===== config.mk =====
export PLATFORM = sky130hd
export DESIGN_NAME = player_track_ctrl
export DESIGN_NICKNAME = d
export VERILOG_FILES = /design/src/rtl/player_track_ctrl.sv
export SDC_FILE = /design/constraint.sdc
export NUM_CORES = 1
export LEC_CHECK = 0
export ABC_CLOCK_PERIOD_IN_PS = 13600
export BUFFER_PORTS_ARGS = -buffer_cell sky130_fd_sc_hd__buf_2
export CORE_ASPECT_RATIO = 2
export CORE_UTILIZATION = 40
export CTS_CLUSTER_DIAMETER = 50
export DETAILED_ROUTE_END_ITERATION = 10
export GPL_TIMING_DRIVEN = 0
export RECOVER_POWER = 100
export SKIP_LAST_GASP = 1
export SYNTH_ARGS = -nofsm -noshare
export SYNTH_HDL_FRONTEND = slang
export SYNTH_SLANG_ARGS = --single-unit
export TNS_END_PERCENT = 1

===== constraint.sdc =====
create_clock -name clk -period 13.6 [get_ports clk]
set_input_delay 2.04 -clock clk [delete_from_list [all_inputs] [get_ports clk]]
set_output_delay 2.04 -clock clk [all_outputs]
set_load 0.1 [all_outputs]

===== src/rtl/player_track_ctrl.sv =====
// player_track_ctrl
//   Turn, position and tail bookkeeping for up to MAX_PLAYERS players on a
//   TRACK_LEN-tile ring. A hit advances the current player one tile and
//   captures any live player it lands on. A miss passes the turn to the next
//   live player. The game ends when one player holds every tail.
// Ports
//   clk, rst         clock; asynchronous active-high reset
//   start            pulse: (re)start a game with num_players (clamped 2..MAX)
//   guess_valid/hit  pulse plus qualifier: current player's guess resolved
//   pos_flat         player k position in [k*POS_W +: POS_W]
//   tails_flat       player k tail count in [k*TAIL_W +: TAIL_W]
//   turn             player to move
//   playing          high while a game is in progress
//   step_pulse       one cycle: current player advanced
//   capture_pulse    one cycle: that advance captured another player
//   game_over        level, high once one player holds all tails
//   winner_id        winning player, valid while game_over
module player_track_ctrl #(
  parameter int MAX_PLAYERS   = 4,
  parameter int TRACK_LEN     = 24,
  parameter int START_SPACING = 6,
  localparam int POS_W  = $clog2(TRACK_LEN),
  localparam int ID_W   = $clog2(MAX_PLAYERS),
  localparam int TAIL_W = $clog2(MAX_PLAYERS + 1)
) (
  input  logic                          clk,
  input  logic                          rst,
  input  logic                          start,
  input  logic [ID_W:0]                 num_players,
  input  logic                          guess_valid,
  input  logic                          guess_hit,
  output logic [MAX_PLAYERS*POS_W-1:0]  pos_flat,
  output logic [MAX_PLAYERS*TAIL_W-1:0] tails_flat,
  output logic [ID_W-1:0]               turn,
  output logic                          playing,
  output logic                          step_pulse,
  output logic                          capture_pulse,
  output logic                          game_over,
  output logic [ID_W-1:0]               winner_id
);

  typedef enum logic [1:0] {S_IDLE, S_PLAY, S_OVER} state_e;

  state_e            state_q, state_d;
  logic [POS_W-1:0]  pos_q   [MAX_PLAYERS];
  logic [POS_W-1:0]  pos_d   [MAX_PLAYERS];
  logic [TAIL_W-1:0] tails_q [MAX_PLAYERS];
  logic [TAIL_W-1:0] tails_d [MAX_PLAYERS];
  logic [ID_W-1:0]   turn_q, turn_d;
  logic [ID_W-1:0]   winner_q, winner_d;
  logic [TAIL_W-1:0] n_q, n_d;
  logic              step_q, step_d;
  logic              capture_q, capture_d;

  // Player count requested on start, clamped to 2..MAX_PLAYERS.
  logic [TAIL_W-1:0] n_start;

  always_comb begin
    if (num_players < (ID_W+1)'(2))
      n_start = TAIL_W'(2);
    else if (num_players > (ID_W+1)'(MAX_PLAYERS))
      n_start = TAIL_W'(MAX_PLAYERS);
    else
      n_start = TAIL_W'(num_players);
  end

  // Hit target and capture victim for the current player.
  logic [POS_W-1:0]       cur_pos, hit_pos;
  logic [MAX_PLAYERS-1:0] cap_mask;
  logic [TAIL_W-1:0]      cap_tails, mover_tails;

  always_comb begin
    cur_pos   = pos_q[turn_q];
    hit_pos   = (cur_pos == POS_W'(TRACK_LEN - 1)) ? '0 : cur_pos + 1'b1;
    cap_mask  = '0;
    cap_tails = '0;
    for (int unsigned k = 0; k < MAX_PLAYERS; k++) begin
      if (ID_W'(k) != turn_q && TAIL_W'(k) < n_q &&
          tails_q[k] != '0 && pos_q[k] == hit_pos) begin
        cap_mask[k] = 1'b1;
        // Live players never share a tile, so at most one victim matches
        // and OR-ing the candidates yields its tail count.
        cap_tails   = cap_tails | tails_q[k];
      end
    end
    mover_tails = tails_q[turn_q] + cap_tails;
  end

  // Next live player after turn_q, wrapping modulo the player count.
  logic [ID_W-1:0] next_turn;
  logic            next_found;
  int unsigned     rot_idx;

  always_comb begin
    next_turn  = turn_q;
    next_found = 1'b0;
    rot_idx    = 0;
    for (int unsigned i = 1; i < MAX_PLAYERS; i++) begin
      rot_idx = 32'(turn_q) + i;
      if (rot_idx >= 32'(n_q))
        rot_idx = rot_idx - 32'(n_q);
      if (!next_found && i < 32'(n_q) && tails_q[ID_W'(rot_idx)] != '0) begin
        next_turn  = ID_W'(rot_idx);
        next_found = 1'b1;
      end
    end
  end

  // Next-state logic.
  always_comb begin
    state_d   = state_q;
    pos_d     = pos_q;
    tails_d   = tails_q;
    turn_d    = turn_q;
    winner_d  = winner_q;
    n_d       = n_q;
    step_d    = 1'b0;
    capture_d = 1'b0;

    if (start) begin
      state_d  = S_PLAY;
      n_d      = n_start;
      turn_d   = '0;
      winner_d = '0;
      for (int unsigned k = 0; k < MAX_PLAYERS; k++) begin
        if (TAIL_W'(k) < n_start) begin
          pos_d[k]   = POS_W'(k * START_SPACING);
          tails_d[k] = TAIL_W'(1);
        end else begin
          pos_d[k]   = '0;
          tails_d[k] = '0;
        end
      end
    end else if (state_q == S_PLAY && guess_valid) begin
      if (guess_hit) begin
        step_d         = 1'b1;
        pos_d[turn_q]  = hit_pos;
        if (cap_mask != '0) begin
          capture_d = 1'b1;
          for (int unsigned k = 0; k < MAX_PLAYERS; k++)
            if (cap_mask[k]) tails_d[k] = '0;
          tails_d[turn_q] = mover_tails;
          // Tails only grow on a capture, so the end check lives here.
          if (mover_tails == n_q) begin
            state_d  = S_OVER;
            winner_d = turn_q;
          end
        end
      end else begin
        turn_d = next_turn;
      end
    end
  end

  always_ff @(posedge clk or posedge rst) begin
    if (rst) begin
      state_q   <= S_IDLE;
      turn_q    <= '0;
      winner_q  <= '0;
      n_q       <= '0;
      step_q    <= 1'b0;
      capture_q <= 1'b0;
      for (int unsigned k = 0; k < MAX_PLAYERS; k++) begin
        pos_q[k]   <= '0;
        tails_q[k] <= '0;
      end
    end else begin
      state_q   <= state_d;
      pos_q     <= pos_d;
      tails_q   <= tails_d;
      turn_q    <= turn_d;
      winner_q  <= winner_d;
      n_q       <= n_d;
      step_q    <= step_d;
      capture_q <= capture_d;
    end
  end

  always_comb begin
    pos_flat   = '0;
    tails_flat = '0;
    for (int unsigned k = 0; k < MAX_PLAYERS; k++) begin
      pos_flat[k*POS_W +: POS_W]    = pos_q[k];
      tails_flat[k*TAIL_W +: TAIL_W] = tails_q[k];
    end
  end

  assign turn          = turn_q;
  assign playing       = (state_q == S_PLAY);
  assign game_over     = (state_q == S_OVER);
  assign winner_id     = winner_q;
  assign step_pulse    = step_q;
  assign capture_pulse = capture_q;

endmodule


# Yosys cells after proc, flatten, opt, wreduce, memory -nomap -nowiden
# Cells that the tools add are included.
word_totals:
  reg_bits: 43
  inputBits: 8
  out_inout_bits: 40
  wordCells: 195
op_classes:
  addsub: 8
  order_cmp: 21
  eq_ne: 12
  n_mux: 94
  bitwise: 7
  reduce_logical: 39
ops:
  columns: ["operator", "n"]
  rows:
  - ["$mux 3", 36]
  - ["$mux 20", 3]
  - ["$mux 12", 4]
  - ["$mux 2", 19]
  - ["$mux 5", 5]
  - ["$bmux 3 s2", 4]
  - ["$reduce_bool 3->1", 7]
  - ["$bwmux 20", 1]
  - ["$eq 5x5->1", 4]
  - ["$logic_and 1x1->1", 19]
  - ["$lt 2x3->1 const A", 6]
  - ["$mux 1", 17]
  - ["$lt 1x3->1 const A", 5]
  - ["$bwmux 12", 1]
  - ["$ge 3x3->1 const B", 4]
  - ["$not 2->3", 4]
  - ["$bmux 5 s2", 1]
  - ["$demux 5 s2", 1]
  - ["$reduce_bool 2->1", 5]
  - ["$ge 3x3->1", 3]
  - ["$or 3x3->3", 3]
  - ["$reduce_bool 4->1", 2]
  - ["$add 2x2->3 const B", 2]
  - ["$demux 3 s2", 1]
  - ["other kinds (19)", 24]

# Depth between registers and ports, before layout
# Gate-level depths: netlist of the first run.
depth:
  word_depth: 22
  depth_mapped: 19
  ltp_nobuf: 18

# Worst setup path after synthesis of the first run
# OpenSTA, ideal clock, no wires.
synth_timing:
  kind: "reg2reg"
  start: "register turn_q[0], in the netlist turn[0]"
  end: "register winner_q[0], in the netlist winner_id[0]"
  setup_time_ns: 0.132
  arrival_ns: 5.173
  required_time_ns: 13.468
  setup_slack_ns: 8.295
  path_stages_with_launch: 20
  n_path_buf: 2
  synth_period_minus_slack_ns: 5.305
  path_cell_list: "dfrtp_1 > buf_6 > mux4_1 > ha_1 > clkbuf_1 > xnor2_1 > nand2_1 > or4_4 > nor4_4 > a22oi_1 > nand2_1 > ha_1 > inv_1 > fa_1 > xnor2_1 > xnor2_1 > and3_4 > o2111ai_2 > mux2i_1 > nor2_1"
synth_via:
  elab_chain_cells: 19
  word_cells_on_any_way: 52
  cone_classes: "add/sub (2); eq/ne (9); mux (20); bitwise (4); reduce/logical (17)"
synth_rtl:
  columns: ["item", "line", "rtl"]
  rows:
  - ["start, declared", "49", "logic [ID_W-1:0] turn_q, turn_d;"]
  - ["start signal, assigned", "171", "turn_q <= turn_d;"]
  - ["$not 2->3 (implied by the code)", "73, 86", null]
  - ["$bmux 5 s2", "73", "cur_pos = pos_q[turn_q];"]
  - ["$mux 5 (implied by the code) (2 in a row)", "73", null]
  - ["$add 5x1->5 or $eq 5x5->1 (tied branches)", "74", "hit_pos = (cur_pos == POS_W'(TRACK_LEN - 1)) ? '0 : cur_pos + 1'b1;"]
  - ["$mux 5", "74", null]
  - ["$eq 5x5->1", "79", "tails_q[k] != '0 && pos_q[k] == hit_pos) begin"]
  - ["$logic_and 1x1->1", "79", null]
  - ["$mux 3", "78", "if (ID_W'(k) != turn_q && TAIL_W'(k) < n_q &&"]
  - ["[2 not listed]", null, null]
  - ["$or 3x3->3", "83", "cap_tails = cap_tails | tails_q[k];"]
  - ["$mux 3", "78", null]
  - ["$or 3x3->3", "83", null]
  - ["$mux 3", "78", null]
  - ["$add 3x3->3", "86", "mover_tails = tails_q[turn_q] + cap_tails;"]
  - ["$eq 3x3->1", "144", "if (mover_tails == n_q) begin"]
  - ["$reduce_bool 2->1 (no line)", null, null]
  - ["$reduce_and 4->1 (no line)", null, null]
  - ["end signal, assigned", "172", "winner_q <= winner_d;"]
  - ["end, declared", "50", "logic [ID_W-1:0] winner_q, winner_d;"]
# Parallel ways exist; a longest one is shown, timed or not. The select of a mux whose other input is x is not followed.
# A chain may end at the register's enable or synchronous reset.

# Worst setup path in the final report of the first run
layout_timing:
  start: "register turn_q[1], in the netlist turn[1]"
  end: "register winner_q[1], in the netlist winner_id[1]"
# The elaborated chain is that of the path after synthesis.

==> metrics.txt, run 1 <==
Nets between 300 and 400; Die Width about 64 microns; # IOs 48; WL final ~8.9 mm; area of the multi-input gates 0.001898 sq mm; CTS buffer count 5; H-tree depth 2; Clock Sink Count 43; # diodes 0; row cnt 45; CTS tree built; synth-to-layout area growth 14.03%; hold buffers post-CTS 0; WL per Instance between 15 and 20 microns; Resized cells post-CTS 0; post-route cell area between 0.003 and 0.004 sq mm; NetSw 0.0002060 W; Post-Place Cell Area around 0.0035 sq mm; status complete, but fails checks; achievable frequency between 150 and 200 MHz; failing checks capacitance limit, slew limit; Port Buf Inserts 47; crit path max fanout 10; layout cells sized above 1 about a tenth; Worst-path clk slew about 0.060 ns; CP arrival about 6 ns; Warnings, synthesis 0; Remaining DRCs 0; Synth Flop Type dfrtp_1; Worst-Margin Slew 2.322 ns; Avg Vias per Cell 5.725; post-CTS setup buffers 0; Final Wtd Congestion ~0.87; Crit Path Class flip-flop to flip-flop; Die H around 130 microns; Comb power frac roughly 45%; remaining antenna violation count 0; register area share after synthesis 34.68%; Critical Path Source Type flip-flop; Mapped Cells 309; total grt overflow 0; Post-synth EDFFs 0; post-synthesis cell type count 56; PD cells around 140 mW/mm^2; Power Internal approximately 0.00028 W; Flop pwr share 30.3%; Seq cells post-synth 43; DRT iter0 DRCs 114; clk_lat worst skew about 0.29 ns; clock buffer depth 2; switch share a little over two fifths; Max IR drop VDD 105.4 uV; Initial Util about two fifths; max-slew violation count 42; setup_tns 0 ns; async set or reset register ratio after synthesis 100.0%; Syn Nets roughly 330; mapped cell area a little over 0.003 sq mm; Core ar. ~0.0075 sq mm; Worst EP required approximately 14 ns; die area 0.008135 sq mm; post-DP HPWL just under 7 mm; initial antenna violation count 0; Worst slew margin -54.79%; drt pass-1 iters 4; largest net degree at the start of global routing between 40 and 50; type of the most critical hold path flip-flop to flip-flop; first-pass GRT wire length approximately 14 mm; root buf cell clkbuf_16; Tcrit/Tclk final between 40% and 50%; GRT Util Overall around a quarter; clock share of power around a quarter; Layout fillers 773; leakage 1.452 nW; total number of vias ~2600; Crit. End Element flip-flop; max-cap viol count 1; Final setup viols 0; vias in the first global route 2701; syn avg cell area about 10 sq um; post-layout min period 5.922 ns; Fin Clk Skew 0.006145 ns; register area 0.001076 sq mm; Final Hold Viols 0; unrepaired setup endpoints after global routing no
power by group through the flow:
stage / clock network, W / registers (W) / logic, W
floorplan: 0 / 0.000189 / 0.000133
global placement: 0 / 0.000148 / 0.000214
detailed placement: 0 / 0.000148 / 0.000217
CTS: 0.000124 / 0.000145 / 0.000219
global route: 0.000127 / 0.000147 / 0.000233
finish: 0.000120 / 0.000146 / 0.000215
worst max-delay path, cell delays in order (launching register included):
cell	delay [ns]
dfrtp_1	0.62
clkbuf_1	0.55
mux4_1	0.46
ha_1	0.30
clkbuf_1	0.36
xnor2_1	0.19
nand2_1	0.09
a2111o_1	0.47
nor4_1	0.44
a22o_1	0.22
a221oi_1	0.07
fa_1	0.48
xnor2_1	0.36
xnor2_1	0.13
and3_2	0.22
o2111ai_1	0.49
mux2i_1	0.25
nor2_1	0.06
flip-flops by register name, summed over array words and instances, names as in the netlist:
register / flops
winner_id: 2
step_pulse: 1
tails_flat: 12
state_q: 2
turn: 2
pos_flat: 20
n_q: 3
capture_pulse: 1
stage by stage:
step                worst slack, ns  util (%)  cells  hold slack (ns)  power [W]
floorplan                     8.295         -    309           0.4620  0.0003219
global placement              8.219     45.80    450           0.4818  0.0003615
detailed placement            8.174     46.07    451           0.4971  0.0003652
CTS                           8.141     47.94    459           0.5124  0.0004881
global route                  7.287     46.90    459           0.5618  0.0005061
finish                        7.678     46.90    459           0.5064  0.0004813
cells in the mapped netlist (all sizes together) (2+ instances only):
cell,count,share of area (%)
inv,16,1.9
and3,3,0.77
a21oi,16,2.9
nor3,2,0.32
buf,3,0.69
nor2,28,3.4
nor2b,3,0.60
dfrtp,43,35
mux2,3,1.1
mux2i,20,6.6
clkbuf,10,1.2
xor2,9,2.5
nand2b,5,1.0
xnor2,20,6.3
and2,6,1.2
ha,15,6.0
a32o,3,0.97
o21a,2,0.48
a22oi,6,1.6
mux4,8,6.2
a22o,2,0.56
nand2,22,2.7
a211oi,14,3.4
nor4,5,2.2
a31oi,2,0.60
or3,2,0.40
o21ai,14,2.3
a21boi,3,0.73
nand3,5,0.81
a21o,3,0.73
o32a,2,0.65
cell type report:
| class | instances | share of cell area (%) |
|---|---|---|
| inverters | 16 | 1.697 |
| multi-input cells | 237 | 53.64 |
| plain buffers | 13 | 1.627 |
| repair buffers | 48 | 5.304 |
| clock buffers | 6 | 3.642 |
| clock inverters | 2 | 0.3536 |
| flip-flops and latches | 43 | 30.41 |
| well taps | 94 | 3.324 |
path summary, 6_finish.rpt:
kind / start / end / slack [ns] / cells past startpoint
setup / recovery: turn[1] / winner_id[1] / 7.68 / 17
hold / removal: state_q[0] / state_q[0] / 0.51 / 2
setup reg to reg: turn[1] / winner_id[1] / 7.68 / 17
hold reg to reg: state_q[0] / state_q[0] / 0.51 / 2
max in group asynchronous: rst / pos_flat[2] / 9.60 / 3
min in group asynchronous: rst / pos_flat[3] / 1.59 / 2
routing by layer:
layer | global-route usage [%] | routed length [microns] | vias to the layer above
met5 | 0 | 0 | -
met3 | 2.698 | 206 | 29
met2 | 44.77 | 4959 | 70
met4 | 14.64 | 443 | 0
met1 | 24.70 | 3287 | 1295
li1 | - | - | 1234
placed cells by master (no fill, tap or decap), drive strengths merged, types with 3 or more instances in the layout:
cell / count
o21ai: 14
dfrtp: 43
nor2: 28
and2: 6
nor2b: 3
buf: 8
a22oi: 6
xor2: 9
mux2i: 20
nand2b: 5
a21boi: 3
xnor2: 20
nand2: 22
mux2: 3
inv: 16
a211oi: 14
a21o: 3
ha: 15
and3: 3
clkbuf: 59
mux4: 8
nor4: 5
a32o: 3
nand3: 5
a21oi: 16
cells by family (layout without fill, tap and decap cells):
| group | count (synthesis) | in the layout | share of synthesized area, % |
|---|---|---|---|
| AND/OR/NAND/NOR | 87 | 87 | 14.96 |
| AO/OA/AOI/OAI | 74 | 74 | 17.22 |
| flip-flops | 43 | 43 | 34.68 |
| multiplexers | 31 | 31 | 13.83 |
| XOR/XNOR | 29 | 29 | 8.791 |
| buffers and inverters | 29 | 85 | 3.831 |
| adder cells (fa/ha/maj) | 16 | 16 | 6.694 |
(Power assumes the default switching activity.)
==> run 2, diff against run 1 <==
--- a/config.mk
+++ b/config.mk
@@ -5,7 +5,7 @@
 export SDC_FILE = /design/constraint.sdc
 export NUM_CORES = 1
 export LEC_CHECK = 0
-export ABC_CLOCK_PERIOD_IN_PS = 13600
+export ABC_CLOCK_PERIOD_IN_PS = 5400
 export BUFFER_PORTS_ARGS = -buffer_cell sky130_fd_sc_hd__buf_2
 export CORE_ASPECT_RATIO = 2
 export CORE_UTILIZATION = 40
==> constraint.sdc (replaced) <==
create_clock -name clk -period 5.4 [get_ports clk]
set_input_delay 0.81 -clock clk [delete_from_list [all_inputs] [get_ports clk]]
set_output_delay 0.81 -clock clk [all_outputs]
set_load 0.1 [all_outputs]
==> run 2 against run 1 <==
The run still ends with capacitance limit, slew limit left. Sequential share of layout area fell by 0.083 points. Clock power rose to 2.5 times the previous value. Setup slack lost 7.4 ns. Wire length up 0.45%. Via count rose by 0.30%. Cell count decreased by 0.22%. Sequential cell count unchanged. First-iteration DRC count rose by 0.88%. Maximum frequency rose by 16%. Critical path depth up 1. Hold slack lost 0.15 ns. Design area rose by 0.39%. Largest power group unchanged. Highest routed layer unchanged.
==> metrics.txt, run 2 (synthesis gave the netlist of run 1 again) <==
status complete, but fails checks; failing checks capacitance limit, slew limit; Setup crit end winner_id[1]; R2R depth 18; Remaining DRCs 0; CTS buffer count 5; Critical Path Start turn[0]; Worst EP required approximately 5.6 ns; Worst-path clk slew around 0.070 ns; crit path max fanout 8; most frequent cells in the layout clkbuf_1, dfrtp_1, nor2_1; root buf cell clkbuf_16; Die Width about 64 microns; Avg Vias per Cell around 5.8; Final Wtd Congestion slightly below 0.9; DRT iter0 DRCs between 100 and 150; hold slack 0.3612 ns; final critical-path setup slack approximately 0.28 ns; row cnt 45; CP arrival ~5.3 ns; post-DP HPWL 6.849 mm; Core ar. approximately 0.0075 sq mm; reg2reg start turn[0]; R2R Path End winner_id[1]; achievable frequency approximately 200 MHz; vias in the first global route approximately 2700; # IOs between 40 and 50; total grt overflow 0; Max IR drop VDD ~270 uV; first-pass GRT wire length between 10 and 15 mm; Crit. End Element flip-flop; Setup WS pre-CTS -0.02577 ns; GRT Util Overall around a quarter; drt pass-1 iters 4; max reg flops 20; Post-Place Cell Area 0.003476 sq mm; layout cells sized above 1 a little over a tenth; Fin Clk Skew just under 0.007 ns; Initial Util around two fifths; Worst-Margin Slew roughly 2.4 ns; WL final approximately 9 mm; Worst slew margin -56.78%; post-layout min period 5.122 ns; Crit Path Class flip-flop to flip-flop; Tcrit/Tclk final a little over nine tenths; max-slew violation count 42; initial antenna violation count 0; WL per Instance about 20 microns; fin cells between 400 and 500; unrepaired setup endpoints after global routing no; Port Buf Inserts 47; post-route cell area between 0.003 and 0.004 sq mm; commonest non-fill, non-tap cell in the layout clkbuf_1; Die H roughly 130 microns; utilization after layout 47.08%; Final Hold Viols 0; clock buffer depth 2; leakage between 1 and 1.5 nW; max-cap viol count 1; # diodes 0; H-tree depth 2; total number of vias between 2000 and 3000; Placed Instances between 400 and 500; Clock Sink Count 43; remaining antenna violation count 0; Nets ~390; synth-to-layout area growth 14.48%; Critical Path Source Type flip-flop; type of the most critical hold path primary input to async pin; CTS tree built; flop2flop setup slack ~0.28 ns; largest net degree at the start of global routing between 40 and 50; clk_lat worst skew approximately 0.29 ns; post-CTS setup buffers 0; PD cells 342.8 mW/mm^2; die area 0.008135 sq mm; Final setup viols 0
## run 2: repair_timing
action                                  in CTS  in global routing
hold endpoints to repair                     0                  0
cloned                                       0                  0
endpoints found under the setup margin       2                  4
gates resized for setup                      1                  2
hold buffers                                 0                  0
## run 2: critical path: stages (launching register included)
cell	delay [ns]
dfrtp_1	0.49
buf_6	0.18
mux4_1	0.62
ha_2	0.48
xnor2_1	0.15
nand2_1	0.07
or4_4	0.52
nor4_4	0.38
a22oi_1	0.12
nand2_1	0.10
ha_1	0.13
inv_1	0.05
fa_1	0.37
xnor2_1	0.36
xnor2_1	0.14
and3_4	0.20
o2111ai_2	0.33
mux2i_1	0.23
nor2_1	0.06
## run 2: cell type report
class	instances	area [sq um]
multi-input combinational	237	1913
sequential	43	1077
clock inverter	2	12.51
tap	94	117.6
clock buffer	6	128.9
buffer	12	55.05
timing repair buffer	48	187.7
fill	771	3993
inverter	16	60.06
## run 2: power breakdown
part           leakage (nW)  internal, W  switching, W  total (W)
Sequential            0.552     0.000339     0.0000279   0.000367
Clock                0.0669     0.000171      0.000133   0.000304
Combinational         0.840     0.000186      0.000361   0.000547
## run 2: metrics by stage
step	total power [W]	TNS, ns
floorplan	0.0008108	0
global placement	0.0009104	0
detailed placement	0.0009197	-0.03946
CTS	0.001230	0
global route	0.001278	0
finish	0.001218	0
## run 2: worst min-delay path by stage
stage,startpoint,endpoint,slack (ns)
2_1_floorplan,state_q[0],state_q[0],0.46
3_3_place_gp,state_q[0],state_q[0],0.48
3_5_place_dp,state_q[0],state_q[0],0.50
4_1_cts,rst,pos_flat[3],0.36
5_1_grt,rst,pos_flat[8],0.37
6_report,rst,pos_flat[3],0.36
## run 2: per-layer routing
metal | routed length [microns] | part of all wire [%] | vias up | global-route usage, %
met3 | 234 | 2.6 | 26 | 2.698
met1 | 3297 | 37 | 1313 | 24.70
li1 | - | - | 1233 | -
met2 | 4995 | 56 | 64 | 44.77
met5 | 0 | 0 | - | 0
met4 | 409 | 4.6 | 0 | 14.64
